[config.mk]
export PLATFORM = sky130hd
export DESIGN_NAME = symbol_scheduler
export DESIGN_NICKNAME = d
export VERILOG_FILES = /design/src/rtl/symbol_scheduler_pkg.sv /design/src/rtl/sym_req_fifo.sv /design/src/rtl/symbol_scheduler.sv
export SDC_FILE = /design/constraint.sdc
export NUM_CORES = 1
export LEC_CHECK = 0
export CAP_MARGIN = 20
export CORE_ASPECT_RATIO = 1.5
export CORE_MARGIN = 5
export CORE_UTILIZATION = 61
export CTS_CLUSTER_DIAMETER = 30
export DETAILED_ROUTE_END_ITERATION = 10
export GPL_TIMING_DRIVEN = 0
export HOLD_SLACK_MARGIN = 0.12
export MAX_ROUTING_LAYER = met4
export PLACE_DENSITY = 0.85
export SLEW_MARGIN = 40
export SYNTH_ARGS = -nofsm -noshare
export SYNTH_HDL_FRONTEND = slang
export SYNTH_SLANG_ARGS = --single-unit
[constraint.sdc]
create_clock -name dclk -period 6.3 [get_ports dclk]
set_input_delay 0.945 -clock dclk [delete_from_list [all_inputs] [get_ports dclk]]
set_output_delay 0.945 -clock dclk [all_outputs]
set_load 0.05 [all_outputs]
[src/rtl/symbol_scheduler_pkg.sv]
// Shared definitions for the symbol scheduler: symbol codes, FSM encoding,
// request FIFO entry layout and the hold-counter load helper.
package symbol_scheduler_pkg;

  localparam logic [1:0] SYM_GREEN   = 2'd0;
  localparam logic [1:0] SYM_RECT    = 2'd1;
  localparam logic [1:0] SYM_RED     = 2'd2;
  localparam logic [1:0] SYM_DIAMOND = 2'd3;

  localparam int ENTRY_W = 10;

  typedef enum logic {
    ST_IDLE = 1'b0,
    ST_SHOW = 1'b1
  } sched_state_t;

  typedef struct packed {
    logic [1:0] sym;
    logic [7:0] frames;
  } sym_req_t;

  // A request of N frames is shown for max(N,1) frames, so hold counts down to 0.
  function automatic logic [7:0] hold_load(input logic [7:0] frames);
    return (frames == 8'd0) ? 8'd0 : frames - 8'd1;
  endfunction

endpackage

[src/rtl/sym_req_fifo.sv]
// Request FIFO for the symbol scheduler. Pushes to a full FIFO and pops from
// an empty one are silently ignored; flush empties it synchronously.
module sym_req_fifo #(
  parameter int DEPTH  = 4,
  parameter int DATA_W = 10
) (
  input  logic                         dclk,
  input  logic                         clr,
  input  logic                         i_flush,
  input  logic                         i_push,
  input  logic                         i_pop,
  input  logic [DATA_W-1:0]            i_wdata,
  output logic [DATA_W-1:0]            o_rdata,
  output logic [$clog2(DEPTH+1)-1:0]   o_count
);

  localparam int AW = $clog2(DEPTH);
  localparam int CW = $clog2(DEPTH + 1);
  localparam logic [CW-1:0] FULL_CNT = CW'(DEPTH);

  logic [DATA_W-1:0] r_mem [DEPTH];
  logic [AW-1:0]     r_wr_ptr;
  logic [AW-1:0]     r_rd_ptr;
  logic [CW-1:0]     r_count;
  logic              w_do_push;
  logic              w_do_pop;

  assign w_do_push = i_push && !i_flush && (r_count != FULL_CNT);
  assign w_do_pop  = i_pop  && !i_flush && (r_count != '0);
  assign o_rdata   = r_mem[r_rd_ptr];
  assign o_count   = r_count;

  always_ff @(posedge dclk) begin
    if (w_do_push) begin
      r_mem[r_wr_ptr] <= i_wdata;
    end
  end

  // DEPTH is a power of two, so the pointers wrap naturally.
  always_ff @(posedge dclk or posedge clr) begin
    if (clr) begin
      r_wr_ptr <= '0;
      r_rd_ptr <= '0;
      r_count  <= '0;
    end else if (i_flush) begin
      r_wr_ptr <= '0;
      r_rd_ptr <= '0;
      r_count  <= '0;
    end else begin
      if (w_do_push) r_wr_ptr <= r_wr_ptr + AW'(1);
      if (w_do_pop)  r_rd_ptr <= r_rd_ptr + AW'(1);
      case ({w_do_push, w_do_pop})
        2'b10:   r_count <= r_count + CW'(1);
        2'b01:   r_count <= r_count - CW'(1);
        default: r_count <= r_count;
      endcase
    end
  end

endmodule

[src/rtl/symbol_scheduler.sv]
// Frame-synchronous symbol scheduler: queues symbol requests and shows each
// for its requested number of frames, switching only at vsync falling edges.
module symbol_scheduler
  import symbol_scheduler_pkg::*;
#(
  parameter int         DEPTH       = 4,
  parameter logic [1:0] IDLE_SYMBOL = SYM_GREEN
) (
  input  logic        dclk,
  input  logic        clr,
  input  logic        vsync,
  input  logic        req_valid,
  input  logic [1:0]  req_symbol,
  input  logic [7:0]  req_frames,
  output logic        req_ready,
  input  logic        flush,
  output logic [1:0]  symbol,
  output logic        busy,
  output logic [15:0] frame_cnt
);

  localparam int CW = $clog2(DEPTH + 1);
  localparam logic [CW-1:0] FULL_CNT = CW'(DEPTH);

  sched_state_t         r_state;
  logic                 r_vsync_q;
  logic [1:0]           r_symbol;
  logic [7:0]           r_hold;
  logic [15:0]          r_frame_cnt;
  logic                 w_frame_start;
  logic                 w_push;
  logic                 w_pop;
  logic                 w_empty;
  logic [CW-1:0]        w_count;
  logic [ENTRY_W-1:0]   w_rdata;
  sym_req_t             w_head;
  sym_req_t             w_wentry;

  assign w_frame_start = r_vsync_q && !vsync;
  assign w_empty       = (w_count == '0);
  assign req_ready     = (w_count != FULL_CNT);
  assign w_push        = req_valid && req_ready && !flush;
  // Pop only when the active entry has finished (or none is active).
  assign w_pop         = w_frame_start && !flush && !w_empty &&
                         ((r_state == ST_IDLE) || (r_hold == 8'd0));
  assign w_head        = sym_req_t'(w_rdata);
  assign w_wentry      = '{sym: req_symbol, frames: req_frames};

  assign symbol    = r_symbol;
  assign busy      = (r_state == ST_SHOW);
  assign frame_cnt = r_frame_cnt;

  sym_req_fifo #(
    .DEPTH  (DEPTH),
    .DATA_W (ENTRY_W)
  ) u_fifo (
    .dclk    (dclk),
    .clr     (clr),
    .i_flush (flush),
    .i_push  (w_push),
    .i_pop   (w_pop),
    .i_wdata (w_wentry),
    .o_rdata (w_rdata),
    .o_count (w_count)
  );

  always_ff @(posedge dclk or posedge clr) begin
    if (clr) begin
      r_vsync_q   <= 1'b1;
      r_frame_cnt <= '0;
    end else begin
      r_vsync_q <= vsync;
      if (w_frame_start) r_frame_cnt <= r_frame_cnt + 16'd1;
    end
  end

  always_ff @(posedge dclk or posedge clr) begin
    if (clr) begin
      r_state  <= ST_IDLE;
      r_symbol <= IDLE_SYMBOL;
      r_hold   <= '0;
    end else if (flush) begin
      r_state  <= ST_IDLE;
      r_symbol <= IDLE_SYMBOL;
      r_hold   <= '0;
    end else if (w_frame_start) begin
      case (r_state)
        ST_IDLE: begin
          if (!w_empty) begin
            r_symbol <= w_head.sym;
            r_hold   <= hold_load(w_head.frames);
            r_state  <= ST_SHOW;
          end
        end
        ST_SHOW: begin
          if (r_hold != 8'd0) begin
            r_hold <= r_hold - 8'd1;
          end else if (!w_empty) begin
            r_symbol <= w_head.sym;
            r_hold   <= hold_load(w_head.frames);
          end else begin
            r_symbol <= IDLE_SYMBOL;
            r_state  <= ST_IDLE;
          end
        end
        default: r_state <= ST_IDLE;
      endcase
    end
  end

endmodule

# After elaboration in Yosys (flattened, before gate mapping)
# Memories as Yosys holds them, arrays and structs flattened.
# Cells that the tools add are included.
# totals
reg_bits	35
ramBits	40
wordCells	71
memories	1
# op_classes
n_addsub	7
n_eq_ne	5
mux	25
n_bitwise	1
reduce_logical	24
# memory_table
name	depth	word_bits	read_ports	rd_clocked_by_memory_dff	write_ports	line	text
u_fifo.r_mem	4	10	1	0	1	sym_req_fifo.sv:21	logic [DATA_W-1:0] r_mem [DEPTH];
# op_table
cell	count
8-bit 2-to-1 mux	5
2-bit 2-to-1 mux	9
16-bit by 1-bit adder with 16-bit output, second input constant	1
8-bit logical NOT	2
8-bit case mux with 2 select lines	1
8-bit by 1-bit subtractor with 8-bit output, second input constant	2
1-bit logical AND	10
3-bit != test, second input constant	3
8-bit nonzero test	1
1-bit 2-to-1 mux	6
3-bit case mux with 2 select lines	1
2-bit nonzero test	3
3-bit nonzero test	2
2-bit by 1-bit adder with 2-bit output, second input constant	2
2-bit case mux with 2 select lines	1
3-bit by 1-bit adder with 3-bit output, second input constant	1
1-bit logical NOT	3
3-bit logical NOT	1
3-bit 2-to-1 mux	1
3-bit AND reduction	1
3-bit by 1-bit subtractor with 3-bit output, second input constant	1
2-bit by 1-bit == test with 1-bit output, second input constant	1
2-bit == test, second input constant	1
1-bit case mux with 2 select lines	1
2 further kinds	2

# Depth between registers and ports, before layout
# logic_depth
depth_word	10
depth_mapped	11
depth_no_buf	11

# Hierarchy
# Synthesis repeated with hierarchy kept, for this count alone.
# unflattened
cells_unflattened	298
hier_area_um2	3741.1
# modules_own_cells
module	instances	cells_per_inst	area_each_um2	seq_area_each_um2
sym_req_fifo	1	109	1953.1	1376.3
symbol_scheduler	1	189	1788.0	701.9

# Worst setup path after synthesis
# No wires, ideal clock.
# synth_path
path_kind	in2reg
startpoint	input flush
endpoint	register u_fifo.r_count[2] (netlist: u_fifo.o_count[2])
arrival_time_ps	2595
t_required_ps	6229
slack_ps	3634
path_stages	6
path_buffers	2
cell_sequence	clkbuf_1 > clkbuf_1 > nor2_1 > fa_1 > or4_1 > nand4_1
# synth_via
elab_chain_cells	9
# synth_lines
element	line	text
start, declared	symbol_scheduler.sv:16	input logic flush,
1-bit logical NOT	--	
1-bit logical AND (3 in series)	symbol_scheduler.sv:44	assign w_pop = w_frame_start && !flush && !w_empty &&
1-bit logical AND (2 in series)	sym_req_fifo.sv:29	assign w_do_pop = i_pop && !i_flush && (r_count != '0);
2-bit by 1-bit == test with 1-bit output / 2-bit == test (equally long branches)	sym_req_fifo.sv:52	case ({w_do_push, w_do_pop})
3-bit case mux with 2 select lines	sym_req_fifo.sv:52	
3-bit 2-to-1 mux	sym_req_fifo.sv:45	end else if (i_flush) begin
end signal, assigned	sym_req_fifo.sv:53	2'b10: r_count <= r_count + CW'(1);
end signal, assigned	sym_req_fifo.sv:54	2'b01: r_count <= r_count - CW'(1);
end signal, assigned	sym_req_fifo.sv:55	default: r_count <= r_count;
end, declared	sym_req_fifo.sv:24	logic [CW-1:0] r_count;
# Parallel ways exist; a longest one is shown, timed or not.
# A chain may end at the register's enable or synchronous reset.

# Worst setup path in the final report
# Ends and elaborated chain as after synthesis.

==> results.toml <==
[logic_synthesis]
synth_area_leaders = "edfxtp_1, dfrtp_1, mux4_2, nor2_1, ha_1"
yosysMostFrequentCell = "edfxtp_1"
netlist_area_mm2 = 0.00354
synth_edf_count = 40
synth-simple-area-share = 0.144
synth.distinct_cells = 47
ys_dominant_reg_cell = "edfxtp_1"
syn_nets = 300
synthAdderAreaFrac = 0.0339
synth_warnings = 0
synthMuxAreaShare = 0.0813
syn_inst = 276
synth_common_cells = "edfxtp_1, dfrtp_1, nor2_1"
synth_seq_cells = 75
synth_compound_area_frac = 0.0735
synth_top_cell_by_area = "edfxtp_1"
synth-seq-area-share = 0.587
synth_top_cell_area_share = 0.339
avgSynthCellArea_um2 = 12.8
async_flop_share = 0.467
synth-xor-area-share = 0.0590
synth_top_family_by_area = "simple AND/OR/NAND/NOR gates"

[cts]
clk_pin_slew_ps = 90
holdBufCountCts = 0
cts_max_level = 3
clkSinkCount = 75
tritoncts = "done"
cts_max_path_buffers = 2
clkLatencyLatePin_ps = 360
postCtsSetupBuffers = 0
cts-resized-gates = 0
cts_root_buf = "clkbuf_8"
numCtsBuffers = 9

[route]
wl_per_cell_um = 17.6
via_per_inst = 5.87
routed_wl_um = 7020
vias = 2338
postRouteAntennaNets = 0
dr.pass1.iters = 4
drt_iter0_drc = 123
post-route-drc-count = 0

[critical_path]
startpoint = "flush"
r2r_end = "u_fifo.o_count[2]"
ff2ff_path_depth = 10
cp-endpoint = "u_fifo.o_count[2]"
endpoint_kind = "flop"
rr_startpoint = "r_hold[1]"
cp_max_fo = 10
regToRegSetupSlack_ps = 3330
required_ps = 6600
cp-start-kind = "input port"
worstSetupPathType = "in -> reg"
cp_data_arrival_time_ps = 3600

[floorplanning]
core-area_mm2 = 0.00574
dieArea_mm2 = 0.00746
initial_core_util = 0.616
fp.dieW_um = 72.2
die_y_um = 103
std_cell_rows = 34
ioPinCount = 35

[sta]
slew_headroom = 0.581
setup_ws_ps = 3000
period_share = 0.524
fin_tns_setup_ps = 0
rsz0062_at_grt = "no"
maxSlewViolCount = 0
min_period_ps = 3300
worstMarginPinSlew_ps = 622
max_freq_mhz = 303
fin_skew_ps = 10.7
setup_viol = 0
hold_viol_final = 0

[place]
port_buffers = 34
pre_cts_slack_ps = 2630
placed_area_mm2 = 0.00397
globalplace.congestion = 0.873
hpwl_um = 4790

[finish]
finalInstanceArea_mm2 = 0.00418
num_antenna_cells = 0
nNetsFinal = 345
drive_gt1_frac = 0.113
syn_to_final_growth_pct = 18.2

[grt]
grt_pass1_vias = 2387
antenna_found_initial = 0
grt.overflow.total = 0
grt_usage = 0.220
grt_max_degree = 36
grt_pass1_wl_um = 11800

[run]
cap_violations = 0

[outcome]
outcome = "finished clean"

[power]
design_power_total_uw = 1300
vdd.ir_drop.worst_mv = 0.328
p_leak_uw = 0.00160
power_density_mw_per_mm2 = 310

[min_path]
hold_path_class = "reg -> reg"
[kinds of logic after synthesis]
logic type | Yosys count
AO/OA/AOI/OAI | 35
XOR/XNOR | 23
adder cells (fa/ha/maj) | 9
buffers and inverters | 20
flip-flops | 75
multiplexers | 16
AND/OR/NAND/NOR | 98
[worst max-delay path: stages]
cell	delay, ps
clkdlybuf4s50_1	590
clkbuf_1	380
clkbuf_1	470
nor2_1	120
fa_1	440
or4_1	550
nand4_1	100
[cell usage in the layout (no fill, tap or decap), types with 4 or more instances in the layout]
| cell type | n |
|---|---|
| dfrtp_1 | 34 |
| nand2_1 | 22 |
| clkbuf_8 | 9 |
| nand3_1 | 10 |
| inv_1 | 9 |
| xnor2_1 | 11 |
| clkdlybuf4s50_1 | 34 |
| clkbuf_1 | 9 |
| ha_1 | 8 |
| o21ai_0 | 7 |
| and2_1 | 4 |
| a21oi_1 | 11 |
| nand4_1 | 4 |
| nand2b_1 | 6 |
| edfxtp_1 | 40 |
| mux2i_1 | 4 |
| nor2_1 | 29 |
| xor2_1 | 11 |
| mux4_2 | 10 |
[per-layer routing]
layer  track usage  wire length [um]  vias up
met5             -                 0        -
met4         0.106               164        0
met3        0.0513               332       16
met2         0.370              3800       58
met1         0.248              2720     1165
li1              -                 -     1099
[area by class of cell]
| cell class | count | area [um2] |
|---|---|---|
| flip-flops and latches | 75 | 2080 |
| fillers | 402 | 1560 |
| multi-input cells | 181 | 1390 |
| repair buffers | 34 | 340 |
| clock buffers | 9 | 124 |
| well taps | 72 | 90.1 |
| clock inverters | 7 | 82.6 |
| plain buffers | 10 | 38.8 |
| inverters | 10 | 38.8 |
[worst min-delay path by stage]
stage                       start                  to  slack [ps]  cells past startpoint
3_5_place_dp        frame_cnt[15]       frame_cnt[15]         470                      1
3_3_place_gp        frame_cnt[15]       frame_cnt[15]         460                      1
2_1_floorplan  u_fifo.r_wr_ptr[1]  u_fifo.r_wr_ptr[1]         540                      2
4_1_cts             frame_cnt[15]       frame_cnt[15]         490                      1
6_report            frame_cnt[15]       frame_cnt[15]         490                      1
5_1_grt             frame_cnt[15]       frame_cnt[15]         510                      1
[power breakdown]
group	internal [uW]	total, uW	switching [uW]
sequential	557	600	42.9
combinational	121	307	186
clock	189	388	199
[flip-flops by register name, indices dropped and copies added, names as in the netlist]
signal and flops:
frame_cnt 16, u_fifo.r_rd_ptr 2, busy 1, u_fifo.r_wr_ptr 2
symbol 2, r_vsync_q 1, r_hold 8, u_fifo.o_count 3
u_fifo.r_mem 40
[through the flow]
step            util  hold slack, ps  instances
2_1_floorplan      -             543        276
3_3_place_gp   0.691             458        382
3_5_place_dp   0.691             475        382
4_1_cts        0.727             490        398
5_1_grt        0.728             506        398
6_report       0.728             488        398
Power figures use the tool's default switching activity.
